## src/rtl/hadamard_butterfly_pipelined_pkg.sv

```systemverilog
// Shared fixed-point parameters, stage payload types and arithmetic helpers for
// the Hadamard butterfly. C_VAL lives here so every stage uses the same 1/sqrt(2).
package hadamard_butterfly_pipelined_pkg;

   localparam int TOTAL_WIDTH = 8;
   localparam int FRAC_WIDTH  = 4;
   localparam int ADD_WIDTH   = TOTAL_WIDTH + 1;
   localparam int MUL_WIDTH   = ADD_WIDTH + TOTAL_WIDTH;
   localparam int C_VAL       = 11;

   typedef logic signed [TOTAL_WIDTH-1:0] amp_t;
   typedef logic signed [ADD_WIDTH-1:0]   add_t;
   typedef logic signed [MUL_WIDTH-1:0]   mul_t;

   typedef struct packed {
      add_t sum_r;
      add_t sum_i;
      add_t dif_r;
      add_t dif_i;
   } s1_t;

   typedef struct packed {
      mul_t p0_r;
      mul_t p0_i;
      mul_t p1_r;
      mul_t p1_i;
   } s2_t;

   typedef struct packed {
      amp_t y0_r;
      amp_t y0_i;
      amp_t y1_r;
      amp_t y1_i;
   } s3_t;

   // Operands are widened first so a+b and a-b can never wrap.
   function automatic add_t add_ext(input amp_t x, input amp_t y, input logic sub);
      add_t xe;
      add_t ye;
      xe = ADD_WIDTH'(x);
      ye = ADD_WIDTH'(y);
      return sub ? (xe - ye) : (xe + ye);
   endfunction

   function automatic mul_t mul_c(input add_t x);
      mul_t xe;
      mul_t ce;
      xe = MUL_WIDTH'(x);
      ce = MUL_WIDTH'(C_VAL);
      return xe * ce;
   endfunction

endpackage

```

## src/rtl/hadamard_butterfly_pipelined_fxp_scale_sat.sv

```systemverilog
// Drops FRAC_WIDTH fraction bits with a floor shift, then clips the result
// into the signed TOTAL_WIDTH range and reports whether clipping happened.
module fxp_scale_sat
   import hadamard_butterfly_pipelined_pkg::*;
(
   input  logic signed [MUL_WIDTH-1:0]   i_val,
   output logic signed [TOTAL_WIDTH-1:0] o_val,
   output logic                          o_clip
);

   localparam logic signed [MUL_WIDTH-1:0] MAX_V = MUL_WIDTH'(2 ** (TOTAL_WIDTH - 1) - 1);
   localparam logic signed [MUL_WIDTH-1:0] MIN_V = MUL_WIDTH'(-(2 ** (TOTAL_WIDTH - 1)));

   logic signed [MUL_WIDTH-1:0] w_shift;

   assign w_shift = i_val >>> FRAC_WIDTH;

   // Clip the floored value to the output range.
   always_comb begin
      o_val  = '0;
      o_clip = 1'b0;
      if (w_shift > MAX_V) begin
         o_val  = MAX_V[TOTAL_WIDTH-1:0];
         o_clip = 1'b1;
      end else if (w_shift < MIN_V) begin
         o_val  = MIN_V[TOTAL_WIDTH-1:0];
         o_clip = 1'b1;
      end else begin
         o_val  = w_shift[TOTAL_WIDTH-1:0];
         o_clip = 1'b0;
      end
   end

endmodule

```

## src/rtl/hadamard_butterfly_pipelined.sv

```systemverilog
// Three-stage 2-point Hadamard butterfly (add/sub, scale by 1/sqrt(2), floor+saturate)
// with bubble-collapsing valid/ready flow control and a sticky saturation flag.
module hadamard_butterfly_pipelined
   import hadamard_butterfly_pipelined_pkg::*;
(
   input  logic                          clk,
   input  logic                          rst,
   input  logic                          in_valid,
   output logic                          in_ready,
   input  logic signed [TOTAL_WIDTH-1:0] a_r,
   input  logic signed [TOTAL_WIDTH-1:0] a_i,
   input  logic signed [TOTAL_WIDTH-1:0] b_r,
   input  logic signed [TOTAL_WIDTH-1:0] b_i,
   output logic                          out_valid,
   input  logic                          out_ready,
   output logic signed [TOTAL_WIDTH-1:0] y0_r,
   output logic signed [TOTAL_WIDTH-1:0] y0_i,
   output logic signed [TOTAL_WIDTH-1:0] y1_r,
   output logic signed [TOTAL_WIDTH-1:0] y1_i,
   input  logic                          sat_clr,
   output logic                          sat_flag
);

   logic r_v1;
   logic r_v2;
   logic r_v3;
   s1_t  r_s1;
   s2_t  r_s2;
   s3_t  r_s3;
   logic r_sat;

   logic       w_ready1;
   logic       w_ready2;
   logic       w_ready3;
   s1_t        w_s1;
   s2_t        w_s2;
   s3_t        w_s3;
   logic [3:0] w_clip;

   // Any empty stage downstream lets everything upstream of it advance.
   assign w_ready3 = !r_v3 | out_ready;
   assign w_ready2 = !r_v2 | w_ready3;
   assign w_ready1 = !r_v1 | w_ready2;

   assign w_s1.sum_r = add_ext(a_r, b_r, 1'b0);
   assign w_s1.sum_i = add_ext(a_i, b_i, 1'b0);
   assign w_s1.dif_r = add_ext(a_r, b_r, 1'b1);
   assign w_s1.dif_i = add_ext(a_i, b_i, 1'b1);

   assign w_s2.p0_r = mul_c(r_s1.sum_r);
   assign w_s2.p0_i = mul_c(r_s1.sum_i);
   assign w_s2.p1_r = mul_c(r_s1.dif_r);
   assign w_s2.p1_i = mul_c(r_s1.dif_i);

   fxp_scale_sat u_sat_y0_r (.i_val(r_s2.p0_r), .o_val(w_s3.y0_r), .o_clip(w_clip[0]));
   fxp_scale_sat u_sat_y0_i (.i_val(r_s2.p0_i), .o_val(w_s3.y0_i), .o_clip(w_clip[1]));
   fxp_scale_sat u_sat_y1_r (.i_val(r_s2.p1_r), .o_val(w_s3.y1_r), .o_clip(w_clip[2]));
   fxp_scale_sat u_sat_y1_i (.i_val(r_s2.p1_i), .o_val(w_s3.y1_i), .o_clip(w_clip[3]));

   // Pipeline stages: each loads from upstream when ready, otherwise holds.
   always_ff @(posedge clk) begin
      if (rst) begin
         r_v1 <= 1'b0;
         r_v2 <= 1'b0;
         r_v3 <= 1'b0;
         r_s1 <= '0;
         r_s2 <= '0;
         r_s3 <= '0;
      end else begin
         if (w_ready1) begin
            r_v1 <= in_valid;
            r_s1 <= w_s1;
         end
         if (w_ready2) begin
            r_v2 <= r_v1;
            r_s2 <= w_s2;
         end
         if (w_ready3) begin
            r_v3 <= r_v2;
            r_s3 <= w_s3;
         end
      end
   end

   // Sticky saturation flag; a new clip event beats a simultaneous clear.
   always_ff @(posedge clk) begin
      if (rst) begin
         r_sat <= 1'b0;
      end else if (w_ready3 && r_v2 && (|w_clip)) begin
         r_sat <= 1'b1;
      end else if (sat_clr) begin
         r_sat <= 1'b0;
      end
   end

   assign in_ready  = w_ready1;
   assign out_valid = r_v3;
   assign y0_r      = r_s3.y0_r;
   assign y0_i      = r_s3.y0_i;
   assign y1_r      = r_s3.y1_r;
   assign y1_i      = r_s3.y1_i;
   assign sat_flag  = r_sat;

endmodule

```

## config.mk

```make
export PLATFORM = sky130hd
export DESIGN_NAME = hadamard_butterfly_pipelined
export DESIGN_NICKNAME = d
export VERILOG_FILES = /design/src/rtl/hadamard_butterfly_pipelined_pkg.sv /design/src/rtl/hadamard_butterfly_pipelined_fxp_scale_sat.sv /design/src/rtl/hadamard_butterfly_pipelined.sv
export SDC_FILE = /design/constraint.sdc
export NUM_CORES = 1
export LEC_CHECK = 0
export ABC_AREA = 1
export BUFFER_PORTS_ARGS = -buffer_cell sky130_fd_sc_hd__buf_4
export CAP_MARGIN = 20
export CORE_MARGIN = 8
export CORE_UTILIZATION = 55
export CTS_CLUSTER_SIZE = 40
export DETAILED_ROUTE_END_ITERATION = 8
export PLACE_DENSITY = 0.74
export SETUP_SLACK_MARGIN = 0.4
export SYNTH_ARGS = -nofsm -noshare
export SYNTH_HDL_FRONTEND = slang
export SYNTH_SLANG_ARGS = --single-unit
```

## constraint.sdc

```tcl
create_clock -name clk -period 6.25 [get_ports clk]
set_input_delay 0.625 -clock clk [delete_from_list [all_inputs] [get_ports clk]]
set_output_delay 0.625 -clock clk [all_outputs]
set_load 0.05 [all_outputs]
```

Word level (Yosys, flattened, before mapping):

Cells that the tools add are included.

* output and inout port bits: 35
* logic and storage cells: 60
* register bits: 128
* input port bits: 37

* reductions and logical operators: 7
* bitwise operators: 3
* multiplexer cells: 18
* magnitude comparators: 8
* add/sub/neg operators: 4
* multipliers: 4

Operators with widths (number)
* 8-bit 2-to-1 mux: 8
* 9-bit by 5-bit multiplier with 14-bit output, second input constant: 4
* 10-bit by 8-bit > comparator with 1-bit output, second input constant: 4
* 10-bit by 8-bit < comparator with 1-bit output, second input constant: 4
* 8-bit by 8-bit adder with 9-bit output: 2
* 8-bit by 8-bit subtractor with 9-bit output: 2
* 1-bit 2-to-1 mux: 10
* 4-bit OR reduction: 1
* 1-bit logical NOT: 3
* 1-bit OR: 3
* 1-bit logical AND: 2
* 2-bit nonzero test: 1

Logic depth before layout (Yosys ltp):

Gate-level depths: netlist (run 1).

* word-level depth: 6
* gate-level depth with buffers: 15
* gate-level depth less buffers: 15

Cells and area by module:

Synthesis (run 1) repeated with hierarchy kept, for this count alone.

* cells, all modules: 1380
* area total of the unflattened synthesis: 9618.0 sq um

By module, submodules not included
* hadamard_butterfly_pipelined: instances 1, cells each 1284, area each 9122.5 sq um
* fxp_scale_sat: instances 4, cells each 24, area each 123.9 sq um

Worst setup path after synthesis (run 1):

Ideal clock, no wire load.

* path type: register to register
* start: register r_s1[23] (netlist bit)
* end: register r_s2[43] (netlist bit)
* period minus slack after synthesis: 2.281 ns
* setup slack: 3.969 ns
* data required time: 6.135 ns
* data arrival time: 2.166 ns
* cell stages (with the launch flop): 13
* buffers on the path: 0
* path through: dfxtp_1 -> ha_1 -> inv_1 -> fa_1 -> inv_1 -> ha_1 -> a21oi_1 -> nor2_1 -> nor2_1 -> nand2_1 -> xor2_1 -> o21ai_0 -> inv_1

* word-level cells in the longest chain between the ends: 1

RTL lines
* start: declaration: RTL line hadamard_butterfly_pipelined.sv:27 `s1_t r_s1;`
* start signal: assignment: RTL line hadamard_butterfly_pipelined.sv:72 `r_s1 <= w_s1;`
* 9-bit by 5-bit multiplier with 14-bit output: RTL line hadamard_butterfly_pipelined_pkg.sv:50 `return xe * ce;`
* end signal: assignment: RTL line hadamard_butterfly_pipelined.sv:76 `r_s2 <= w_s2;`
* end: declaration: RTL line hadamard_butterfly_pipelined.sv:28 `s2_t r_s2;`

No other way between the ends.
A chain may end at the register's enable or synchronous reset.

Worst setup path after layout (run 1):

* start: input out_ready
* end: output in_ready

* word-level cells in the longest chain between the ends: 3

RTL lines
* start: declaration: RTL line hadamard_butterfly_pipelined.sv:15 `input logic out_ready,`
* 1-bit OR: RTL line hadamard_butterfly_pipelined.sv:41 `assign w_ready3 = !r_v3 | out_ready;`
* 1-bit OR: RTL line hadamard_butterfly_pipelined.sv:42 `assign w_ready2 = !r_v2 | w_ready3;`
* 1-bit OR: RTL line hadamard_butterfly_pipelined.sv:43 `assign w_ready1 = !r_v1 | w_ready2;`
* end: declaration: RTL line hadamard_butterfly_pipelined.sv:9 `output logic in_ready,`

No other way between the ends.

==> results of run 1 <==
-- registers in the layout, summed over array words and instances, names as in the netlist --
name       cells
y0_i           8
r_v1           1
y1_i           8
r_s1          34
y1_r           8
r_v2           1
out_valid      1
r_s2          40
y0_r           8
sat_flag       1
-- synth_stat cells, types with 8 or more instances --
library cell / number / area share, %
a21oi_1: 102 / 5.7
a31oi_1: 11 / 0.77
buf_2: 14 / 0.78
clkbuf_1: 16 / 0.67
dfxtp_1: 110 / 25
fa_1: 24 / 5.3
ha_1: 110 / 15
inv_1: 242 / 10
nand2_1: 255 / 11
nand3_1: 69 / 3.8
nand4_1: 8 / 0.56
nor2_1: 148 / 6.2
o21ai_0: 95 / 5.3
o21ai_1: 15 / 0.84
o21bai_1: 15 / 1.3
xnor2_1: 10 / 0.97
xor2_1: 38 / 3.7
-- stage by stage --
step           instances  cell area, sq um  utilization, %  power, mW  setup WS, ns
2_1_floorplan       1323              8985               -      2.017         3.969
3_3_place_gp        1572              9580           60.09      2.337         3.110
3_5_place_dp        1572              9580           60.09      2.369         3.096
4_1_cts             1586              9866           61.88      2.955         3.094
5_1_grt             1586              9866           61.88      3.195         2.850
6_report            1586              9866           61.88      2.938         3.090
-- cell families after synthesis --
kind of cell    Yosys count  synth area share [%]
buf+inv                 287                 12.76
xor+xnor                 48                 4.679
compound gates          248                 14.78
fa+ha+maj               134                 20.67
simple gates            496                 22.62
flops                   110                 24.51
-- critical path: stages --
cell and delay, ns:
buf_4 0.12, nor2_4 0.17, inv_2 0.25, nor2_8 0.38, nand2_2 0.56, buf_4 0.41
-- layer usage --
layer / GRT usage, % / part of all wire, % / vias to the layer above
met4: 4.981 / 0.92 / 0
met3: 2.256 / 4.0 / 11
met5: 0 / 0 / -
li1: - / - / 4266
met2: 28.47 / 41 / 151
met1: 28.15 / 54 / 3526
-- worst paths after layout --
kind / startpoint / end / slack, ns / cells after the start
worst min-delay path: r_s2[60]$_SDFFE_PP0P_ / y0_r[5]$_SDFFE_PP0N_ / 0.46 / 2
worst min register to register: r_s2[60]$_SDFFE_PP0P_ / y0_r[5]$_SDFFE_PP0N_ / 0.46 / 2
worst max-delay path: out_ready / in_ready / 3.09 / 6
worst max register to register: r_s1[10]$_SDFFE_PP0P_ / r_s2[30]$_SDFFE_PP0P_ / 3.58 / 13
-- final cells by class --
cell class / instances / area share, %
clock buffers: 9 / 2.283
well taps: 216 / 2.739
flip-flops and latches: 110 / 22.32
clock inverters: 5 / 0.6088
multi-input cells: 926 / 57.13
repair buffers: 72 / 5.479
inverters: 248 / 9.436
-- power breakdown --
group	total, mW	internal, mW	switching (mW)
clock network	0.575	0.309	0.266
logic	1.39	0.499	0.895
registers	0.969	0.860	0.109
total	2.94	1.67	1.27
==> impl_metrics.tcl, run 1 <==
set metrics [dict create \
    start_kind "input port" \
    layout_min_cycle_time_ns 3.160 \
    cts_resized 0 \
    overflow 0 \
    area_delta_synth_final_pct 9.804 \
    clkTransAtPathRegs_ns 0.07 \
    synth-seq-cells 110 \
    dp_hpwl_microns 15020 \
    ant_nets 0 \
    numCtsBuffers 9 \
    fin_hold_ws_ns 0.4606 \
    n_fill_cell 1518 \
    status "finished, final reports clean" \
    seqCellArea_sq_um 2202 \
    cts_buffer_depth 2 \
    grt_pass1_vias 7203 \
    root_buffer "clkbuf_16" \
    layout_commonest_cell "nand2_1" \
    drt_iter0_markers 477 \
    powerDensity_nw_per_um2 297.8 \
    antenna_found_initial 0 \
    mostFrequentLayoutCells "255 x nand2_1, 242 x inv_1, 148 x nor2_1" \
    async_flop_share_pct 0 \
    htreeDepth 3 \
    numPortBuffers 71 \
    core_sq_um 15940 \
    yosysSeqAreaShare_pct 24.51 \
    via_count 7954 \
    cp.arrival_ns 2.53 \
    grt_max_degree 58 \
    period_share_pct 50.56 \
    hp-class "reg2reg" \
    synth_area_sq_um 8985 \
    chipHeight_microns 143.8 \
    synth_nets 1494 \
    dieArea_sq_um 20680 \
    setup_tns_ns 0 \
    cp_max_fo 49 \
    slew_headroom_pct 36.77 \
    max_freq_mhz 316.5 \
    vias_per_cell 5.015 \
    finalHoldViolCount 0 \
    dr.pass1.iters 5 \
    maxCapViolations 0 \
    irDropWorstVdd_uv 179.4 \
    drv_slew 0 \
    postCtsSetupBuffers 0 \
    setup_viol 0 \
    num_io_pins 72 \
    core.rowCount 46 \
    worstSkewPairLatency_ns 0.35 \
    yosys_most_used_dff "dfxtp_1" \
    grt_pass1_wl_microns 32930 \
    final_layout_size_suffix_gt1_share_pct 7.226 \
    fin_nets 1538 \
    rsz0062_at_grt "no" \
    fin_worst_skew_ns 0.008040 \
    start_util_pct 56.36 \
    cts_hold_buf 0 \
    synth-edff-count 0 \
    wl_per_cell_microns 12.05 \
    synth_cell_types 35 \
    worstMarginPinSlew_ns 0.9471 \
    crit_path_end_kind "output pin" \
    required_ns 5.62 \
    cts_sinks 110 \
    cts_tree "built" \
    antenna-diode-count 0 \
    multi_input_area_sq_um 5637 \
    leakagePower_nw 5.539 \
    ys.warnings.count 0 \
    die_w_microns 143.8 \
    syn_inst 1323 \
    syn_avg_cell_area_sq_um 6.791 \
    wl_microns 19110 \
    finalWeightedCongestion 0.8710 \
    critPathKind "in2out" \
    grt_use_total_pct 19.05 \
    drc 0 \
]
No activity file was read; power rests on OpenSTA's default activity.
==> run 2: changes to the inputs <==
- clock period: 6.25 -> 3 ns (I/O delays scaled with it)
==> impl_metrics.tcl, run 2 (synthesis gave the netlist of run 1 again) <==
set metrics [dict create \
    multi_input_area_sq_um 5909 \
    dieArea_sq_um 20680 \
    powerDensity_nw_per_um2 627.8 \
    postCtsSetupBuffers 0 \
    ant_nets 0 \
    overflow 0 \
    grt_pass1_vias 7097 \
    reg2reg_from "r_s1[23]$_SDFFE_PP0P_" \
    p_total_mw 6.409 \
    antenna_found_initial 0 \
    cts_buffer_depth 2 \
    largest_reg_flops 40 \
    dp_hpwl_microns 14930 \
    seqCellArea_sq_um 2221 \
    maxCapViolations 0 \
    core.rowCount 46 \
    wl_microns 19920 \
    finalHoldViolCount 0 \
    start_kind "register" \
    cp_max_fo 5 \
    final_layout_size_suffix_gt1_share_pct 11.53 \
    worstSkewPairLatency_ns 0.36 \
    drv_slew 0 \
    start_util_pct 56.36 \
    wl_per_cell_microns 12.49 \
    rsz0062_at_grt "yes" \
    leakagePower_nw 5.583 \
    cts_tree "built" \
    reg_top3 "r_s2: 40 flops, r_s1: 34 flops" \
    layout_commonest_cell "nand2_1" \
    setup_viol 0 \
    layout_min_cycle_time_ns 2.495 \
    status "finished, final reports clean" \
    n_fill_cell 1447 \
    num_io_pins 72 \
    max_freq_mhz 400.9 \
    root_buffer "clkbuf_16" \
    setup_tns_ns 0 \
    finalWeightedCongestion 0.8792 \
    clkTransAtPathRegs_ns 0.08 \
    hp-class "in2reg" \
    crit_path_end_kind "register" \
    cp.arrival_ns 2.74 \
    mostFrequentLayoutCells "251 x nand2_1, 239 x inv_1, 148 x nor2_1" \
    placed_cells 1578 \
    largest_register "r_s2" \
    grt_use_total_pct 18.82 \
    vias_per_cell 5.034 \
    antenna-diode-count 0 \
    chipHeight_microns 143.8 \
    grt_max_degree 57 \
    required_ns 3.25 \
    die_w_microns 143.8 \
    irDropWorstVdd_uv 365.3 \
    drt_iter0_markers 506 \
    drc 0 \
    stdcell_count 1595 \
    fin_hold_ws_ns 0.1680 \
    htreeDepth 3 \
    via_count 8029 \
    fin_worst_skew_ns 0.008493 \
    slew_headroom_pct 56.63 \
    area_delta_synth_final_pct 13.63 \
    min-delay-start "in_valid" \
    numCtsBuffers 9 \
    cts_sinks 110 \
    worstMarginPinSlew_ns 0.6496 \
    period_share_pct 83.15 \
    critPathKind "reg2reg" \
    startpoint "r_s1[23]$_SDFFE_PP0P_" \
    core_sq_um 15940 \
    grt_pass1_wl_microns 32420 \
    fin_nets 1545 \
    final_util_pct 64.04 \
    dr.pass1.iters 5 \
    numPortBuffers 71 \
]
-- run 2: critical path, stage by stage, from the launching register on --
cell	delay, ns
dfxtp_2	0.35
ha_1	0.27
inv_1	0.05
fa_1	0.49
inv_1	0.04
ha_2	0.36
nand2_1	0.11
a21oi_1	0.16
nor2_1	0.09
nand2_2	0.10
nand2_1	0.07
nand3_1	0.08
nand2_1	0.05
nor2_1	0.13
nor2_2	0.04
-- run 2: per-layer routing --
metal	wire, microns	vias to the layer above	GRT usage, %
met4	232	0	5.091
li1	-	4283	-
met2	8242	169	27.20
met3	926	18	2.488
met1	10520	3559	28.34
met5	0	-	0
-- run 2: report_power, final --
group	switching, mW	internal [mW]	leakage [nW]
registers	0.219	1.80	0.916
clock network	0.576	0.618	0.146
logic	1.99	1.21	4.52
total	2.78	3.63	5.58
-- run 2: layout make-up --
type / instances / share of cell area [%]
Multi-Input combinational cell: 927 / 57.88
Sequential cell: 110 / 21.75
Inverter: 248 / 9.118
Timing Repair Buffer: 78 / 5.735
Tap cell: 216 / 2.647
Clock buffer: 11 / 2.475
Clock inverter: 5 / 0.3922
-- run 2: timing repair --
| action | CTS | global route |
|---|---|---|
| hold buffers | 0 | 0 |
| resized for setup | 0 | 58 |
| endpoints found under the setup margin | 0 | 38 |
-- run 2: through the flow --
stage | worst slack, ns | area, sq um
after floorplan | 0.7185 | 8985
after detailed placement | 0.4293 | 9625
after global routing | 0.3390 | 10210
after CTS | 0.4012 | 9918
final | 0.5054 | 10210
after global placement | 0.4745 | 9625
-- run 2: final timing paths --
kind / cells after the start / slack (ns) / end
setup / recovery: 14 / 0.51 / r_s2[46]$_SDFFE_PP0P_
hold / removal: 2 / 0.17 / r_v1$_SDFFE_PP0P_
setup reg to reg: 14 / 0.51 / r_s2[46]$_SDFFE_PP0P_
hold reg to reg: 2 / 0.46 / y1_r[6]$_SDFFE_PP0N_
==> run 3: changes to the inputs <==
- PLACE_DENSITY: 0.74 -> 0.77
- clock period: 3 -> 2.12 ns (I/O delays scaled with it)
==> impl_metrics.tcl, run 3 (synthesis gave the netlist of run 1 again) <==
set metrics [dict create \
    htreeDepth 3 \
    reg_top3 "r_s2: 40 flops, r_s1: 34 flops" \
    grt_max_degree 58 \
    antenna-diode-count 0 \
    cpPeakStageDelay_ns 0.39 \
    cts_buffer_depth 2 \
    area_delta_synth_final_pct 35.02 \
    grt_pass1_vias 8163 \
    start_kind "register" \
    hp-class "in2reg" \
    cp.arrival_ns 2.71 \
    rsz0062_at_grt "yes" \
    maxCapViolations 0 \
    die_w_microns 143.8 \
    period_share_pct 116.0 \
    seqCellArea_sq_um 2281 \
    crit_slowest_cell "dfxtp_2" \
    p_sw_share_pct 43.26 \
    irDropWorstVdd_uv 478.6 \
    layout_commonest_cell "nand2_1" \
    num_io_pins 72 \
    leakagePower_nw 6.266 \
    clkTransAtPathRegs_ns 0.08 \
    status "finished with violations" \
    dr.pass1.iters 5 \
    fin_nets 1654 \
    slew_headroom_pct 34.95 \
    chipHeight_microns 143.8 \
    powerDensity_nw_per_um2 928.5 \
    vias_per_cell 5.218 \
    overflow 0 \
    crit_top_cell "nand2_1" \
    core_sq_um 15940 \
    required_ns 2.37 \
    final.setup.worst_slack_ns -0.3385 \
    root_buffer "clkbuf_16" \
    dieArea_sq_um 20680 \
    wl_microns 24770 \
    largest_register "r_s2" \
    place_area_sq_um 10820 \
    grt_use_total_pct 21.83 \
    fin_hold_ws_ns 0.08301 \
    cp_max_fo 4 \
    grt_pass1_wl_microns 37680 \
    core.rowCount 46 \
    via_count 8891 \
    numCtsBuffers 9 \
    multi_input_area_sq_um 6838 \
    cts_tree "built" \
    ant_nets 0 \
    antenna_found_initial 0 \
    final_layout_size_suffix_gt1_share_pct 30.85 \
    largest_reg_flops 40 \
    finalWeightedCongestion 0.8667 \
    wl_per_cell_microns 14.54 \
    dp_hpwl_microns 16450 \
    numPortBuffers 71 \
    setup_viol 36 \
    final_util_pct 76.09 \
    place_ws_ns -0.2327 \
    fin_area_sq_um 12130 \
    worstMarginPinSlew_ns 0.9743 \
    worstSkewPairLatency_ns 0.36 \
    stdcell_count 1704 \
    violations "setup timing" \
    cp_cell_sequence "inv_2 -> ha_4 -> xnor2_2 -> xor2_1 -> ha_1 -> nand2_1 -> inv_2 -> a21oi_2 -> nand3_1 -> nand2_1 -> nand3_1 -> nand2_1 -> inv_1" \
    internal_power_mw 6.391 \
    drt_iter0_markers 520 \
    n_fill_cell 1128 \
    drc 0 \
    cts_hold_buf 0 \
    placed_cells 1668 \
    finalHoldViolCount 0 \
    start_util_pct 56.36 \
    drv_slew 0 \
    max_freq_mhz 406.8 \
    p_clk_share_pct 14.9 \
    layout_min_cycle_time_ns 2.459 \
    cts_sinks 110 \
    fin_worst_skew_ns 0.007016 \
    mostFrequentLayoutCells "205 x nand2_1, 202 x inv_1, 169 x buf_4" \
    crit_path_end_kind "register" \
    p_sw_mw 4.873 \
    critPathKind "reg2reg" \
    comb_power_share_pct 59.5 \
    p_seq_share_pct 25.7 \
]
run 3: cell count changes in the layout (fill, tap and decap cells not counted), sizes merged:
cell      before  now
clkinv         4    3
bufbuf         0    1
buf           78  187
nor2         152  151
clkinvlp       0    1
run 3: layout make-up:
type	instances	share of cell area [%]
repair buffers	188	12.54
inverters	248	7.725
well taps	216	2.228
clock buffers	11	2.001
clock inverters	5	0.3403
multi-input cells	926	56.36
flip-flops and latches	110	18.80
run 3: stage by stage:
stage          power [mW]  TNS (ns)
6_report            11.26    -7.751
3_5_place_dp        8.340    -4.633
4_1_cts             10.38    -4.994
3_3_place_gp        8.212    -3.313
2_1_floorplan       6.595   -0.2330
5_1_grt             11.96    -11.12
run 3: path summary, 6_finish.rpt:
path                                            start                    end  slack (ns)  cells after the start
worst min-delay path                         in_valid      r_v1$_SDFFE_PP0P_        0.08                      2
worst min register to register  r_s2[24]$_SDFFE_PP0P_   y1_r[3]$_SDFFE_PP0N_        0.46                      2
worst max-delay path            r_s1[34]$_SDFFE_PP0P_  r_s2[62]$_SDFFE_PP0P_       -0.34                     13
worst max register to register  r_s1[34]$_SDFFE_PP0P_  r_s2[62]$_SDFFE_PP0P_       -0.34                     13
run 3: layer usage:
| layer | part of all wire, % | vias to the layer above | routed length, microns | track usage (%) |
|---|---|---|---|---|
| met5 | 0 | - | 0 | 0 |
| met4 | 2.1 | 0 | 532 | 5.811 |
| met3 | 5.2 | 51 | 1277 | 2.256 |
| met2 | 47 | 292 | 11530 | 35.43 |
| met1 | 46 | 4058 | 11430 | 30.16 |
| li1 | - | 4490 | - | - |
run 3: worst max-delay path, delay by kind of cell (launching register included):
family | cells | cell delay (ns)
flops | 1 | 0.39
compound gates | 1 | 0.17
buf+inv | 3 | 0.21
simple gates | 5 | 0.57
xor+xnor | 2 | 0.44
fa+ha+maj | 2 | 0.58
run 3: timing repair:
item | CTS | global route
setup endpoints to repair | 41 | 41
resized for setup | 70 | 121
gates cloned | 1 | 0
setup buffers | 10 | 9
pin swaps | 46 | 96
endpoints found under the hold margin | 0 | 0
run 3: power by group through the flow:
stage	sequential, mW	clock [mW]	combinational [mW]
floorplan	3.34	0	3.25
global placement	2.87	0	5.34
detailed placement	2.89	0	5.45
CTS	2.86	1.69	5.83
global route	2.95	1.77	7.23
finish	2.89	1.68	6.70
